File: src/rtl/audio_mix_pkg.sv
`default_nettype none
// ============================================================================
// Module      : audio_mix_pkg
// Description : Shared types and constants for the four-channel audio mixer.
// Revision    : 1.0 - initial release
// ============================================================================
package audio_mix_pkg;

  // Width of one synth channel sample and of the mixed output samples
  localparam int c_SAMPLE_W  = 16;
  // Default volume width (2**(VOL_W-1) is unity gain) and accumulator width
  localparam int c_VOL_W_DEF = 8;
  localparam int c_ACC_W_DEF = 19;
  // Output clamp limits
  localparam int c_SAT_MAX   = 32767;
  localparam int c_SAT_MIN   = -32768;

  // Mixer sequencing: one shared multiply per MAC state, then clamp/write
  typedef enum logic [2:0] {
    ST_IDLE = 3'd0,
    ST_MAC0 = 3'd1,
    ST_MAC1 = 3'd2,
    ST_MAC2 = 3'd3,
    ST_MAC3 = 3'd4,
    ST_SAT  = 3'd5
  } mix_state_t;

endpackage
`default_nettype wire

File: src/rtl/audio_mixer_sync_rise.sv
`default_nettype none
// ============================================================================
// Module      : sync_rise
// Description : Two-flop synchronizer followed by a rising-edge detector.
//               All three flops reset to RST_VAL so a level already present at
//               reset release is not mistaken for an edge.
// Revision    : 1.0 - initial release
// ============================================================================
module sync_rise #(
  parameter logic RST_VAL = 1'b1
) (
  input  logic clk,
  input  logic rst,
  input  logic d,
  output logic rise
);

  logic r_meta;
  logic r_sync;
  logic r_hist;

  // Synchronizer chain plus one cycle of history for edge detection
  always_ff @(posedge clk or posedge rst) begin
    if (rst) begin
      r_meta <= RST_VAL;
      r_sync <= RST_VAL;
      r_hist <= RST_VAL;
    end else begin
      r_meta <= d;
      r_sync <= r_meta;
      r_hist <= r_sync;
    end
  end

  assign rise = r_sync & ~r_hist;

endmodule
`default_nettype wire

File: src/rtl/audio_mixer.sv
`default_nettype none
// ============================================================================
// Module      : audio_mixer
// Description : Four-channel volume mixer. A codec sample request captures the
//               channels, four MAC cycles share one multiplier (a,c -> left,
//               b,d -> right), then the sums are clamped to 16 bits.
// Revision    : 1.0 - initial release
// ============================================================================
module audio_mixer
  import audio_mix_pkg::*;
#(
  parameter int VOL_W = c_VOL_W_DEF,
  parameter int ACC_W = c_ACC_W_DEF
) (
  input  logic                         clk32,
  input  logic                         rst,
  input  logic signed [c_SAMPLE_W-1:0] channel_a,
  input  logic signed [c_SAMPLE_W-1:0] channel_b,
  input  logic signed [c_SAMPLE_W-1:0] channel_c,
  input  logic signed [c_SAMPLE_W-1:0] channel_d,
  input  logic        [VOL_W-1:0]      vol_a,
  input  logic        [VOL_W-1:0]      vol_b,
  input  logic        [VOL_W-1:0]      vol_c,
  input  logic        [VOL_W-1:0]      vol_d,
  input  logic                         mute_i,
  input  logic                         sample_clk_i,
  output logic signed [c_SAMPLE_W-1:0] left_o,
  output logic signed [c_SAMPLE_W-1:0] right_o,
  output logic                         valid_o,
  output logic        [1:0]            sat_o,
  output logic        [7:0]            overrun_cnt_o,
  output logic                         busy_o
);

  // Signed channel times zero-extended volume fits exactly in this width
  localparam int c_PROD_W = c_SAMPLE_W + VOL_W + 1;
  localparam logic signed [ACC_W-1:0]      c_ACC_MAX = ACC_W'(c_SAT_MAX);
  localparam logic signed [ACC_W-1:0]      c_ACC_MIN = ACC_W'(c_SAT_MIN);
  localparam logic signed [c_SAMPLE_W-1:0] c_OUT_MAX = c_SAMPLE_W'(c_SAT_MAX);
  localparam logic signed [c_SAMPLE_W-1:0] c_OUT_MIN = c_SAMPLE_W'(c_SAT_MIN);

  mix_state_t r_state;
  mix_state_t w_next_state;

  logic                         w_req;
  logic                         w_capture;
  logic                         w_sat_en;
  logic signed [c_SAMPLE_W-1:0] r_ch_a, r_ch_b, r_ch_c, r_ch_d;
  logic        [VOL_W-1:0]      r_vol_a, r_vol_b, r_vol_c, r_vol_d;
  logic signed [ACC_W-1:0]      r_acc_l, r_acc_r;
  logic signed [c_SAMPLE_W-1:0] w_mul_ch;
  logic        [VOL_W-1:0]      w_mul_vol;
  logic signed [c_PROD_W-1:0]   w_mul_a, w_mul_b, w_prod, w_prod_sh;
  logic signed [ACC_W-1:0]      w_term;
  logic                         w_clip_l_hi, w_clip_l_lo, w_clip_r_hi, w_clip_r_lo;
  logic signed [c_SAMPLE_W-1:0] w_left_sat, w_right_sat;
  logic signed [c_SAMPLE_W-1:0] r_left, r_right;
  logic                         r_valid;
  logic        [1:0]            r_sat;
  logic        [7:0]            r_overrun;

  sync_rise #(
    .RST_VAL (1'b1)
  ) u_sync_rise (
    .clk  (clk32),
    .rst  (rst),
    .d    (sample_clk_i),
    .rise (w_req)
  );

  // State register
  always_ff @(posedge clk32 or posedge rst) begin
    if (rst) r_state <= ST_IDLE;
    else     r_state <= w_next_state;
  end

  // Next-state and control decode
  always_comb begin
    w_next_state = r_state;
    w_capture    = 1'b0;
    w_sat_en     = 1'b0;
    case (r_state)
      ST_IDLE: begin
        if (w_req) begin
          w_capture    = 1'b1;
          w_next_state = ST_MAC0;
        end
      end
      ST_MAC0: w_next_state = ST_MAC1;
      ST_MAC1: w_next_state = ST_MAC2;
      ST_MAC2: w_next_state = ST_MAC3;
      ST_MAC3: w_next_state = ST_SAT;
      ST_SAT: begin
        w_sat_en     = 1'b1;
        w_next_state = ST_IDLE;
      end
      default: w_next_state = ST_IDLE;
    endcase
  end

  // Operand select for the single shared multiplier
  always_comb begin
    w_mul_ch  = r_ch_a;
    w_mul_vol = r_vol_a;
    case (r_state)
      ST_MAC1: begin w_mul_ch = r_ch_b; w_mul_vol = r_vol_b; end
      ST_MAC2: begin w_mul_ch = r_ch_c; w_mul_vol = r_vol_c; end
      ST_MAC3: begin w_mul_ch = r_ch_d; w_mul_vol = r_vol_d; end
      default: begin w_mul_ch = r_ch_a; w_mul_vol = r_vol_a; end
    endcase
  end

  // Scale by volume; the arithmetic shift floors toward minus infinity
  assign w_mul_a   = c_PROD_W'(w_mul_ch);
  assign w_mul_b   = $signed({{(c_PROD_W-VOL_W){1'b0}}, w_mul_vol});
  assign w_prod    = w_mul_a * w_mul_b;
  assign w_prod_sh = w_prod >>> (VOL_W - 1);
  assign w_term    = ACC_W'(w_prod_sh);

  // Clamp the accumulated sums to the 16-bit output range
  assign w_clip_l_hi = (r_acc_l > c_ACC_MAX);
  assign w_clip_l_lo = (r_acc_l < c_ACC_MIN);
  assign w_clip_r_hi = (r_acc_r > c_ACC_MAX);
  assign w_clip_r_lo = (r_acc_r < c_ACC_MIN);
  assign w_left_sat  = w_clip_l_hi ? c_OUT_MAX :
                       w_clip_l_lo ? c_OUT_MIN : r_acc_l[c_SAMPLE_W-1:0];
  assign w_right_sat = w_clip_r_hi ? c_OUT_MAX :
                       w_clip_r_lo ? c_OUT_MIN : r_acc_r[c_SAMPLE_W-1:0];

  // Holding registers and accumulators; inputs are only sampled at capture
  always_ff @(posedge clk32 or posedge rst) begin
    if (rst) begin
      r_ch_a  <= '0; r_ch_b  <= '0; r_ch_c  <= '0; r_ch_d  <= '0;
      r_vol_a <= '0; r_vol_b <= '0; r_vol_c <= '0; r_vol_d <= '0;
      r_acc_l <= '0;
      r_acc_r <= '0;
    end else if (w_capture) begin
      r_ch_a  <= channel_a; r_ch_b  <= channel_b;
      r_ch_c  <= channel_c; r_ch_d  <= channel_d;
      r_vol_a <= vol_a;     r_vol_b <= vol_b;
      r_vol_c <= vol_c;     r_vol_d <= vol_d;
      r_acc_l <= '0;
      r_acc_r <= '0;
    end else if (r_state == ST_MAC0 || r_state == ST_MAC2) begin
      r_acc_l <= r_acc_l + w_term;
    end else if (r_state == ST_MAC1 || r_state == ST_MAC3) begin
      r_acc_r <= r_acc_r + w_term;
    end
  end

  // Output write, valid pulse and sticky clamp flags
  always_ff @(posedge clk32 or posedge rst) begin
    if (rst) begin
      r_left  <= '0;
      r_right <= '0;
      r_valid <= 1'b0;
      r_sat   <= 2'b00;
    end else begin
      r_valid <= w_sat_en;
      if (w_sat_en) begin
        if (mute_i) begin
          r_left  <= '0;
          r_right <= '0;
        end else begin
          r_left  <= w_left_sat;
          r_right <= w_right_sat;
          r_sat   <= r_sat | {(w_clip_r_hi | w_clip_r_lo),
                              (w_clip_l_hi | w_clip_l_lo)};
        end
      end
    end
  end

  // Count requests that arrive while a computation is in flight
  always_ff @(posedge clk32 or posedge rst) begin
    if (rst) begin
      r_overrun <= 8'd0;
    end else if (w_req && (r_state != ST_IDLE) && (r_overrun != 8'hFF)) begin
      r_overrun <= r_overrun + 8'd1;
    end
  end

  assign left_o        = r_left;
  assign right_o       = r_right;
  assign valid_o       = r_valid;
  assign sat_o         = r_sat;
  assign overrun_cnt_o = r_overrun;
  assign busy_o        = (r_state != ST_IDLE);

endmodule
`default_nettype wire
File: config.mk
export PLATFORM = sky130hd
export DESIGN_NAME = audio_mixer
export DESIGN_NICKNAME = d
export VERILOG_FILES = /design/src/rtl/audio_mix_pkg.sv /design/src/rtl/audio_mixer_sync_rise.sv /design/src/rtl/audio_mixer.sv
export SDC_FILE = /design/constraint.sdc
export NUM_CORES = 1
export LEC_CHECK = 0
export BUFFER_PORTS_ARGS = -buffer_cell sky130_fd_sc_hd__buf_2
export CAP_MARGIN = 25
export CORE_MARGIN = 2
export CORE_UTILIZATION = 30
export DETAILED_ROUTE_END_ITERATION = 8
export PLACE_DENSITY = 0.57
export REMOVE_ABC_BUFFERS = 1
export SKIP_CTS_REPAIR_TIMING = 1
export SLEW_MARGIN = 25
export SYNTH_ARGS = -nofsm -noshare
export SYNTH_HDL_FRONTEND = slang
export SYNTH_HIERARCHICAL = 1
export SYNTH_SLANG_ARGS = --single-unit
export TNS_END_PERCENT = 1
File: constraint.sdc
create_clock -name clk32 -period 10.18 [get_ports clk32]
set_clock_uncertainty 0.15 [all_clocks]
set_input_delay 2.036 -clock clk32 [delete_from_list [all_inputs] [get_ports clk32]]
set_output_delay 2.036 -clock clk32 [all_outputs]
set_load 0.03 [all_outputs]
* After elaboration in Yosys (flattened, before gate mapping)
Cells that the tools add are included.
** Cells by class
- Magnitude comparators :: 4
- Multiply operators :: 1
- Reduce and logical (&&, ||, !) cells :: 10
- Bitwise operators :: 6
- $add $sub $neg :: 3
- Eq/ne operators :: 8
- Mux-type cells :: 18
** Operator list (count)
- two-way mux 16 bit :: 6
- two-way mux 19 bit :: 5
- case mux 16 bit (3 select lines) :: 1
- adder 19 x 18 -> 19 bit :: 2
- greater-than comparator 19 x 16 -> 1 bit (second input constant) :: 2
- less-than comparator 19 x 16 -> 1 bit (second input constant) :: 2
- multiplier 16 x 9 -> 25 bit :: 1
- case mux 8 bit (3 select lines) :: 1
- case mux 3 bit (5 select lines) :: 1
- adder 8 x 1 -> 8 bit (second input constant) :: 1
- != test 8 bit (second input constant) :: 1
- == test 3 x 2 -> 1 bit (second input constant) :: 2
- == test 3 bit (second input constant) :: 2
- != test 2 bit (second input constant) :: 2
- AND reduction 2 bit :: 2
- nonzero test 2 bit :: 2
- == test 3 x 1 -> 1 bit (second input constant) :: 1
- zero test 3 bit :: 1
- two-way mux 1 bit :: 3
- two-way mux 3 bit :: 1
- nonzero test 3 bit :: 1
- logical AND 1 bit :: 2
- logical OR 1 bit :: 2
- NOT 1 bit :: 2
- 3 further kinds :: 4
** Storage, ports and cells
- Input port bits :: 100
- Output and inout port bits :: 44
- Word-level logic and storage cells :: 69
- Register bits after elaboration :: 183

* Longest topological paths before layout
Gate-level depths: netlist (run 1).
- Word-level depth :: 7
- Depth in mapped cells :: 39
- Gate-level depth less buffers :: 35

* Hierarchy
Netlist (run 1), hierarchy kept.
** By module, submodules not included
- audio_mixer :: sequential area each 4504.3 µm², instances 1, area an instance 13674.4 µm², cells an instance 1403
- sync_rise :: sequential area each 78.8 µm², instances 1, area an instance 96.3 µm², cells an instance 5

* Worst setup path before layout (run 1)
Ideal clock, no wire load.
- Kind :: reg-to-reg
- Start point :: register r_state[0]
- End point :: register r_acc_l[18]
- Stages on the path, launching flop included :: 37
- Path buffers :: 4
- Setup slack :: 2106 ps
- Setup time :: 133 ps
- Required time :: 9897 ps
- Clock period less this slack :: 8074 ps
- Arrival time :: 7791 ps
- Cells stage by stage :: dfrtp_1 -> buf_6 -> clkbuf_1 -> or2_2 -> clkbuf_1 -> buf_2 -> mux2i_1 -> a21oi_1 -> nand2_1 -> fa_1 -> inv_1 -> fa_1 -> fa_1 -> inv_1 -> fa_1 -> inv_1 -> ha_1 -> a21o_1 -> a21o_1 -> a21o_1 -> a221o_1 -> nand2_1 -> nand3_2 -> o21a_1 -> o21a_1 -> o21ai_1 -> a21boi_1 -> nor2_1 -> xnor2_1 -> ha_1 -> and3_1 -> a211oi_1 -> o21bai_1 -> a21oi_1 -> xnor2_1 -> o221ai_1 -> o31ai_1
** On the way
- Longest elaborated chain between the ends :: 6
- Elaborated cells between the ends (all ways) :: 14
- Classes of those cells :: add/sub (1); mul (1); eq/ne (4); mux (5); reduce/logical (3)
** Ends and longest elaborated chain
- from (decl) :: RTL line audio_mixer.sv:42 : mix_state_t r_state;
- from (signal assigned) :: RTL line audio_mixer.sv:74 : else r_state <= w_next_state;
- == test 3 bit, or another cell as far along :: RTL line audio_mixer.sv:105 : case (r_state)
- case mux 16 bit (3 select lines) / case mux 8 bit (3 select lines) (equally long branches) :: RTL line audio_mixer.sv:105
- multiplier 16 x 9 -> 25 bit :: RTL line audio_mixer.sv:116 : assign w_prod = w_mul_a * w_mul_b;
- adder 19 x 18 -> 19 bit :: RTL line audio_mixer.sv:145 : r_acc_l <= r_acc_l + w_term;
- two-way mux 19 bit :: RTL line audio_mixer.sv:144 : end else if (r_state == ST_MAC0 || r_state == ST_MAC2) begin
- two-way mux 19 bit :: RTL line audio_mixer.sv:137 : end else if (w_capture) begin
- to (signal assigned) :: RTL line audio_mixer.sv:145
- to (decl) :: RTL line audio_mixer.sv:50 : logic signed [ACC_W-1:0] r_acc_l, r_acc_r;
Several ways; a longest one is shown, not always the timed one. The select of a mux whose other input is x is not followed.
A chain may end at the register's enable or synchronous reset.

* Final worst setup path (run 1)
Same ends and word-level chain as after synthesis.

==> results of run 1 <==
## critical path: cells and delay by family, from the launching register on
| family | cells | cell delay (ps) |
|---|---|---|
| buf+inv | 4 | 540 |
| simple gates | 5 | 610 |
| fa+ha+maj | 6 | 2840 |
| xor+xnor | 1 | 100 |
| compound gates | 16 | 3580 |
| flops | 1 | 720 |
| mux | 1 | 140 |
## placed cells by master, fill, tap and decap left out, types with 5 or more instances in the layout
master / synthesis / routed
mux2i_1: 53 / 53
inv_8: 0 / 6
nor2b_1: 18 / 18
nor2_1: 92 / 91
o22ai_1: 15 / 15
o21ai_0: 69 / 68
inv_1: 165 / 164
xnor2_1: 36 / 36
xor2_1: 19 / 19
nand3_1: 16 / 16
o21ai_1: 8 / 9
nand2_1: 206 / 206
ha_1: 83 / 83
fa_1: 103 / 103
and3_1: 5 / 5
o21bai_1: 7 / 7
buf_4: 0 / 11
dfrtp_1: 180 / 177
a21o_1: 16 / 16
nand2b_1: 7 / 6
o21a_1: 6 / 6
a21oi_1: 55 / 55
mux2_2: 106 / 106
clkbuf_16: 0 / 17
and2_1: 13 / 13
nor3_1: 17 / 17
buf_2: 1 / 144
## final timing paths
path | from | end | slack, ps
worst max-delay path | r_state[0] | r_acc_l[18] | 1330
worst min-delay path | u_sync_rise/r_meta | u_sync_rise/r_sync | 210
worst max register to register | r_state[0] | r_acc_l[18] | 1330
worst min register to register | u_sync_rise/r_meta | u_sync_rise/r_sync | 210
max in group asynchronous | rst | r_state[1] | 6860
min in group asynchronous | rst | u_sync_rise/r_sync | 1520
## area by class of cell
type / instances / area (um2)
Clock buffer: 18 / 439
Timing Repair Buffer: 155 / 803
Clock inverter: 14 / 149
Sequential cell: 183 / 4590
Fill cell: 4639 / 29600
Inverter: 166 / 631
Tap cell: 600 / 751
Multi-Input combinational cell: 1011 / 8390
## logic make-up (layout without fill, tap and decap cells)
logic type	Yosys count	in the layout
AOI/OAI and AO/OA	215	215
adders and majority gates	186	186
DFF	183	183
muxes	159	159
buffers and inverters	214	353
and+or+nand+nor	396	396
xor gates and xnor gates	55	55
## sequential cells by signal, indices dropped and copies added, names as in the netlist, 8 cells and up
name and count:
r_ch_b 16, r_ch_d 16, overrun_cnt_o 8, r_ch_a 16, r_ch_c 16, r_vol_b 8, r_acc_r 19, left_o 16
r_vol_c 8, right_o 16, r_vol_d 8, r_acc_l 19, r_vol_a 8
## synth_stat cells (2+ instances only)
master     instances  area share
a211o_1            4      0.0025
a211oi_1           2      0.0011
a21boi_1           3      0.0016
a21o_1            16      0.0087
a21oi_1           55       0.020
a31oi_1            3      0.0014
a41oi_1            3      0.0019
and2_1            13      0.0059
and3_1             5      0.0023
buf_1              5      0.0014
clkbuf_1          41       0.011
dfrtp_1          180        0.33
dfstp_2            3      0.0057
fa_1             103        0.15
ha_1              83       0.075
inv_1            165       0.045
mux2_2           106       0.087
mux2i_1           53       0.039
nand2_1          206       0.056
nand2b_1           7      0.0032
nand3_1           16      0.0058
nand3b_1           2      0.0011
nand4_1            2     0.00091
nor2_1            92       0.025
nor2b_1           18      0.0082
nor3_1            17      0.0062
o21a_1             6      0.0033
o21ai_0           69       0.025
o21ai_1            8      0.0029
o21bai_1           7      0.0038
o22ai_1           15      0.0068
o2bb2ai_1          4      0.0025
o31ai_1            5      0.0027
or2_2              4      0.0018
or3_1              4      0.0018
xnor2_1           36       0.023
xor2_1            19       0.012
## metrics by stage
stage	cells	cell area [um2]
finish	2147	15800
CTS	2147	15700
global route	2147	15800
floorplan	1360	13600
global placement	2114	15200
detailed placement	2115	15200
## per-layer routing
layer / vias up / share of wire / global-route usage
li1: 4912 / - / -
met1: 4822 / 0.49 / 0.195
met2: 171 / 0.46 / 0.228
met3: 22 / 0.039 / 0.0278
met4: 0 / 0.014 / 0.0376
met5: - / 0 / 0
==> metrics.md, run 1 <==
| Metric | Value |
|---|---|
| Layout cells sized above 1 | 0.207 |
| Peak fanout along the critical path | 20 |
| Register area share after synthesis | 0.333 |
| Worst slew pin tran | just under 1000 ps |
| Synth Register Bits | 183 |
| Post-route ant nets | 0 |
| Die Area | 47600 um2 |
| Largest family of logic cells by synthesized area | adder cells |
| Tot GR Track Use | 0.142 |
| Rows | 78 |
| Fin crit share | 0.869 |
| Final Util | 0.347 |
| Maxcap violations | 0 |
| Synth Area in Compound Gates | 0.0959 |
| Hold Violations, Final | 0 |
| IO buf count | 143 |
| WL final | 32.2 mm |
| N_diodes | 0 |
| Synthesis Warnings | 6 |
| Rel. slew slack | 0.353 |
| Post-synth EDFFs | 0 |
| Final worst slack | 1330 ps |
| Starting Density | 0.303 |
| Fmax | 0.113 GHz |
| Skew-Pair Late Insertion Delay | 460 ps |
| Crit-path max cell delay | 730 ps |
| Vias in the first global route | approximately 10000 |
| Mux share of post-synthesis cell area | 0.125 |
| Outcome | finished, final reports clean |
| GPL Wtd Cong | 0.874 |
| Worst hold slack | 212 ps |
| Root Driver | clkbuf_16 |
| Max clock buf depth | 2 |
| H-Tree Depth | 4 |
| Setup CP Type | reg -> reg |
| Worst EP required | approximately 10000 ps |
| Synth Area in XOR/XNOR | 0.0350 |
| Critical path startpoint category | register |
| Nets | 1820 |
| Via count | 9927 |
| Critical path endpoint category | register |
| TritonCTS buffer count | 17 |
| Cell count after synthesis | 1408 |
| Grt total ovfl | 0 |
| Min Tclk post-route | 8850 ps |
| FF-to-FF path depth | 33 |
| Synth Area in Adders | 0.225 |
| Area growth syn-to-layout | 14.4% |
| Largest net degree at the start of global routing | 109 |
| Top FF cell, synth | dfrtp_1 |
| Post-synth ARST share | 1.00 |
| Count of different cell masters after synthesis | 65 |
| Total iterations of the first detailed-routing run | 5 |
| Pre-CTS WS | around 1400 ps |
| Pins Over Slew Limit | 0 |
| WP data arrival | 9010 ps |
| Hold Path Class | reg -> reg |
| Post-route DRC | 0 |
| I/O pins | 144 |
| Syn Area/Cell | 9.78 um2 |
| Die Y-Extent | 218 um |
| Initial DRC count | 515 |
| Clock transition at path regs | 70 ps |
| Core area | 45400 um2 |
| WHS Path Cells | 0 |
| Initial antenna violation count | 0 |
| Clock Sinks | between 150 and 200 |
| Final setup fails | 0 |
| Via density | 4.62 |
| Die Wd | 218 um |
| CTS tree | built |
| Dpl hpwl | 25.5 mm |
| Simple-gate share of the synthesized area | 0.127 |
| RSZ-0062 raised after global routing | false |
| Post-Syn Area | 13800 um2 |
| First-pass GRT wire length | around 54 mm |
| WL/cell | 15.0 um |
| Slowest stage cell, crit path | a21oi_1 |
| Final TNS setup | 0 ps |
Power of run 1 is not shown: default switching activity piles up to over one toggle a cycle in this logic, so the estimate is an artifact.
==> inputs of run 2 (changes only) <==
BUFFER_PORTS_ARGS = default   (was -buffer_cell sky130_fd_sc_hd__buf_2)
CORE_MARGIN = 10   (was 2)
DONT_BUFFER_PORTS = 1   (was default)
PLACE_DENSITY = 0.55   (was 0.57)
==> run 2 against run 1 <==
Die area is 15% higher. Routed wire length is 2.7% higher. Critical endpoint unchanged. Sequential share of layout area is 1.3 points higher. Highest routed layer is now met5. Global-route usage is 1.6 points lower. Worst setup slack better by 42 ps. Largest cell class unchanged.
==> metrics.md, run 2 (synthesis gave the netlist of run 1 again) <==
| Metric | Value |
|---|---|
| Outcome | finished, final reports clean |
| Vias in the first global route | 9977 (-2.7%) |
| Starting Density | 0.303 (unchanged) |
| Via density | 4.70 (+1.8%) |
| Tot GR Track Use | 0.126 (-0.0158) |
| Worst r2r src | r_state[1] |
| Fin crit share | 0.865 (-0.00408) |
| GPL Wtd Cong | 0.872 (-0.26%) |
| Total iterations of the first detailed-routing run | 5 (unchanged) |
| Die Y-Extent | 234 um (+7.3%) |
| Crit-path max cell delay | 740 ps (about the same) |
| R2R setup slack | 1380 ps (+40 ps) |
| Critical path endpoint category | register |
| Worst EP required | 10380 ps (+40 ps) |
| Rows | 78 (unchanged) |
| Final TNS setup | 0 ps (unchanged) |
| Pins Over Slew Limit | 0 (unchanged) |
| Root Driver | clkbuf_16 |
| WL final | 33.0 mm (+2.7%) |
| Max clock buf depth | 2 (unchanged) |
| Critical path endpoint | r_acc_l[18] |
| Die Wd | 234 um (+7.3%) |
| Worst Path Buf+Inv | 3 (-1) |
| Initial DRC count | 546 (+6.0%) |
| Die Area | 54900 um2 (+15%) |
| Commonest non-fill, non-tap cell in the layout | nand2_1 |
| Worst slew pin tran | 973 ps (+5.11 ps) |
| Skew-Pair Late Insertion Delay | 470 ps (about the same) |
| I/O pins | 144 (unchanged) |
| First-pass GRT wire length | 54.9 mm (+2.4%) |
| TritonCTS buffer count | 17 (unchanged) |
| Hold Path Class | reg -> reg |
| Initial antenna violation count | 3 (+3) |
| Pre-CTS WS | 1410 ps (+28.7 ps) |
| Layout cells sized above 1 | 0.126 (-0.0808) |
| Maxcap violations | 0 (unchanged) |
| Grt total ovfl | 0 (unchanged) |
| FF-to-FF path depth | 31 (-6.1%) |
| Critical path startpoint category | register |
| WP data arrival | 9000 ps (about the same) |
| Clock Sinks | 183 (unchanged) |
| RSZ-0062 raised after global routing | false |
| Fmax | 0.114 GHz (+0.47%) |
| Hold path start | u_sync_rise/r_meta |
| Nets | 1677 (-7.9%) |
| Via count | 9433 (-5.0%) |
| Top delay family on crit path | compound AO/OA/AOI/OAI gates |
| Biggest regs | r_acc_l (19), r_acc_r (19) |
| Dpl hpwl | 26.5 mm (+3.7%) |
| Critical path depth | 31 (-6.1%) |
| Post-route DRC | 0 (unchanged) |
| Most frequent cell on the critical path | fa_1 |
| Area growth syn-to-layout | 9.33% |
| Setup CP Type | reg -> reg |
| Post-route ant nets | 0 (unchanged) |
| WL/cell | 16.5 um (+10%) |
| Min Tclk post-route | 8800 ps (-41.5 ps) |
| Slowest stage cell, crit path | dfrtp_2 |
| Worst hold slack | 215 ps (+2.79 ps) |
| Largest net degree at the start of global routing | 102 (-6.4%) |
| Peak fanout along the critical path | 32 (+60%) |
| Clock transition at path regs | 80 ps (about the same) |
| Final setup fails | 0 (unchanged) |
| Core area | 45400 um2 (unchanged) |
| IO buf count | 0 (-100%) |
| Crit path from | r_state[1] |
| CTS tree | built |
| Rel. slew slack | 0.349 (-0.00342) |
| Reg-to-Reg End | r_acc_l[18] |
| H-Tree Depth | 4 (unchanged) |
| Final worst slack | 1380 ps (+41.5 ps) |
| Hold Violations, Final | 0 (unchanged) |
| Commonest cells after routing, fill and taps aside | 206 x nand2_1, 177 x dfrtp_1, 164 x inv_1, 106 x mux2_2, 103 x fa_1 |
==> run 2: cell types whose count changed in the layout (fill, tap and decap cells not counted), sizes merged <==
cell      previous run  this run
buf                155        12
bufinv               0         1
diode                0         1
clkinv               4         5
clkbuf              18        17
clkinvlp             1         0
==> run 2: area by class of cell <==
cell class / instances / area, um2
Antenna cell: 1 / 2.50
Clock buffer: 17 / 425
Clock inverter: 15 / 174
Fill cell: 4707 / 30300
Inverter: 166 / 631
Multi-Input combinational cell: 1011 / 8390
Sequential cell: 183 / 4590
Tap cell: 600 / 751
Timing Repair Buffer: 12 / 93.8
==> run 2: worst min-delay path by stage <==
stage                    endpoint  cells past startpoint
6_report       u_sync_rise/r_sync                      0
3_3_place_gp   u_sync_rise/r_sync                      0
5_1_grt        u_sync_rise/r_sync                      0
2_1_floorplan  u_sync_rise/r_sync                      0
3_5_place_dp   u_sync_rise/r_sync                      0
4_1_cts        u_sync_rise/r_sync                      0
==> run 2: routing by layer <==
metal / part of all wire / up-vias / GRT usage
met2: 0.47 / 154 / 0.203
met5: 0.00039 / - / 0
met3: 0.053 / 26 / 0.0318
met4: 0.013 / 2 / 0.0367
li1: - / 4617 / -
met1: 0.46 / 4634 / 0.164
==> run 2: worst register-to-register path, delay by kind of cell (launching register included) <==
family / cells / cell delay (ps)
adders and majority gates: 6 / 2790
and+or+nand+nor: 5 / 1120
AOI/OAI and AO/OA: 15 / 3470
DFF: 1 / 740
muxes: 1 / 150
buffers and inverters: 3 / 150
xor gates and xnor gates: 1 / 100
==> run 2: stage by stage <==
stage          cells  utilization  area, um2
3_3_place_gp    1972        0.318      14400
5_1_grt         2005        0.332      15100
6_report        2005        0.332      15100
4_1_cts         2004        0.331      15000
2_1_floorplan   1360            -      13600
3_5_place_dp    1972        0.318      14400
Power of run 2 is left out for the same reason.
==> inputs of run 3 (changes only) <==
CORE_UTILIZATION = 40   (was 30)
PLACE_DENSITY = 0.65   (was 0.55)
RECOVER_POWER = 50   (was default)
REMOVE_ABC_BUFFERS = default   (was 1)
==> run 3 against run 2 <==
The run now ends with capacitance limit, slew limit left. First-iteration DRC count decreased by 20%. Register-to-register slack worse by 50 ps. Routed wire length decreased by 7.3%. Die area fell by 23%. Non-clock buffer count shrank 1. Critical path type unchanged. Highest routed layer unchanged.
==> metrics.md, run 3 (synthesis gave the netlist of run 1 again) <==
| Metric | Value |
|---|---|
| Outcome | finished with violations |
| Failing checks | capacitance limit, slew limit |
| GPL Wtd Cong | 0.867 (-0.61%) |
| Dpl hpwl | 24.2 mm (-8.6%) |
| Peak fanout along the critical path | 34 (+6.3%) |
| Fmax | 0.113 GHz (-0.62%) |
| Fin cells | 1860 (-7.2%) |
| Filler cells | 3182 (-32%) |
| Tot GR Track Use | 0.150 (+0.0242) |
| Slowest stage cell, crit path | dfrtp_2 |
| Initial DRC count | 435 (-20%) |
| Area growth syn-to-layout | 7.81% |
| FF-to-FF path depth | 31 (unchanged) |
| Maxcap violations | 4 (+4) |
| Pins Over Slew Limit | 230 (+230) |
| Root Driver | clkbuf_16 |
| Post-route ant nets | 0 (unchanged) |
| Die Area | 42200 um2 (-23%) |
| Placed cells | 1818 (-7.8%) |
| CTS tree | built |
| Post-route DRC | 0 (unchanged) |
| Fin crit share | 0.870 (+0.00540) |
| Rows | 67 (-14%) |
| Rel. slew slack | -1.68 (-2.03) |
| Skew-Pair Late Insertion Delay | 450 ps (-20 ps) |
| Layout cells sized above 1 | 0.120 (-0.00561) |
| Biggest regs | r_acc_l (19), r_acc_r (19) |
| RSZ-0062 raised after global routing | false |
| Clock transition at path regs | 80 ps (about the same) |
| Die Y-Extent | 206 um (-12%) |
| Crit-path max cell delay | 1020 ps (+280 ps) |
| Clock Sinks | 183 (unchanged) |
| Die Wd | 206 um (-12%) |
| Hold Violations, Final | 0 (unchanged) |
| Syn Nets | roughly 1700 |
| Commonest cells after routing, fill and taps aside | 206 x nand2_1, 177 x dfrtp_1, 164 x inv_1, 106 x mux2_2, 103 x fa_1 |
| Vias in the first global route | 9763 (-2.1%) |
| IO buf count | 0 (unchanged) |
| Total iterations of the first detailed-routing run | 5 (unchanged) |
| Max clock buf depth | 2 (unchanged) |
| H-Tree Depth | 4 (unchanged) |
| Largest net degree at the start of global routing | 103 (+0.98%) |
| WP data arrival | 9040 ps (+40 ps) |
| Worst EP required | 10360 ps (-20 ps) |
| Hold path start | u_sync_rise/r_meta |
| Core area | 33800 um2 (-26%) |
| TritonCTS buffer count | 17 (unchanged) |
| First-pass GRT wire length | 51.2 mm (-6.6%) |
| Pre-CTS WS | 1290 ps (-125 ps) |
| Commonest non-fill, non-tap cell in the layout | nand2_1 |
| Setup CP Type | reg -> reg |
| WL final | 30.6 mm (-7.3%) |
| WL/cell | 16.5 um (-0.13%) |
| R2R setup slack | 1320 ps (-50 ps) |
| Worst slew pin tran | 4020 ps (+3050 ps) |
| Reg-to-Reg End | r_acc_l[18] |
| Via count | 9506 (+0.77%) |
| Critical path startpoint category | register |
| Most frequent cell on the critical path | fa_1 |
| Min Tclk post-route | 8860 ps (+55.0 ps) |
| Via density | 5.11 (+8.6%) |
| Critical path endpoint category | register |
| Worst r2r src | r_state[0] |
| Final worst slack | 1320 ps (-55.0 ps) |
| Final TNS setup | 0 ps (unchanged) |
| Hold Crit Endpoint | u_sync_rise/r_sync |
| Nets | 1676 (-0.060%) |
| Final setup fails | 0 (unchanged) |
| Grt total ovfl | 0 (unchanged) |
| Starting Density | 0.408 (+0.104) |
| Initial antenna violation count | 18 (+15) |
| I/O pins | 144 (unchanged) |
| WHS Path Cells | 0 (unchanged) |
| Hold Path Class | reg -> reg |
## run 3: cell count changes in the layout (fill, tap and decap cells not counted), sizes merged
cell and change:
buf -6, clkinvlp +3, clkbuf +6, inv -4
diode +8
## run 3: worst max-delay path by stage
stage / end / slack (ps) / start / cells past startpoint
global route: r_acc_l[18] / 620 / r_state[0] / 31
CTS: r_acc_l[18] / 1270 / r_state[0] / 31
detailed placement: r_acc_l[18] / 1290 / r_state[0] / 31
floorplan: r_acc_l[18] / 2110 / r_state[0] / 36
global placement: r_acc_l[18] / 1530 / r_state[0] / 31
finish: r_acc_l[18] / 1320 / r_state[0] / 31
## run 3: layout make-up
cell class | instances | area [um2] | share of cell area
Inverter | 166 | 624 | 0.0421
Clock buffer | 18 | 439 | 0.0296
Antenna cell | 9 | 22.5 | 0.00152
Timing Repair Buffer | 11 | 63.8 | 0.00430
Sequential cell | 183 | 4590 | 0.309
Multi-Input combinational cell | 1011 | 8390 | 0.565
Tap cell | 448 | 561 | 0.0378
Clock inverter | 14 | 161 | 0.0109
## run 3: routing by layer
layer	part of all wire	global-route usage
met2	0.44	0.231
met4	0.0094	0.0339
met3	0.087	0.0607
met5	0.0029	0
met1	0.46	0.194
## run 3: critical path: cells and delay by family (launching register included)
family          cells  cell delay, ps
xor+xnor            1             100
buf+inv             3             150
compound gates     14            2630
flops               1            1020
simple gates        5             910
fa+ha+maj           6            2810
mux                 2             920
## run 3: metrics by stage
| stage | utilization | cell area (um2) | hold slack, ps |
|---|---|---|---|
| finish | 0.439 | 14800 | 217 |
| global placement | 0.421 | 14200 | 198 |
| CTS | 0.439 | 14800 | 214 |
| floorplan | - | 13800 | 195 |
| detailed placement | 0.421 | 14200 | 200 |
| global route | 0.439 | 14800 | 220 |
Power of run 3 is left out for the same reason.
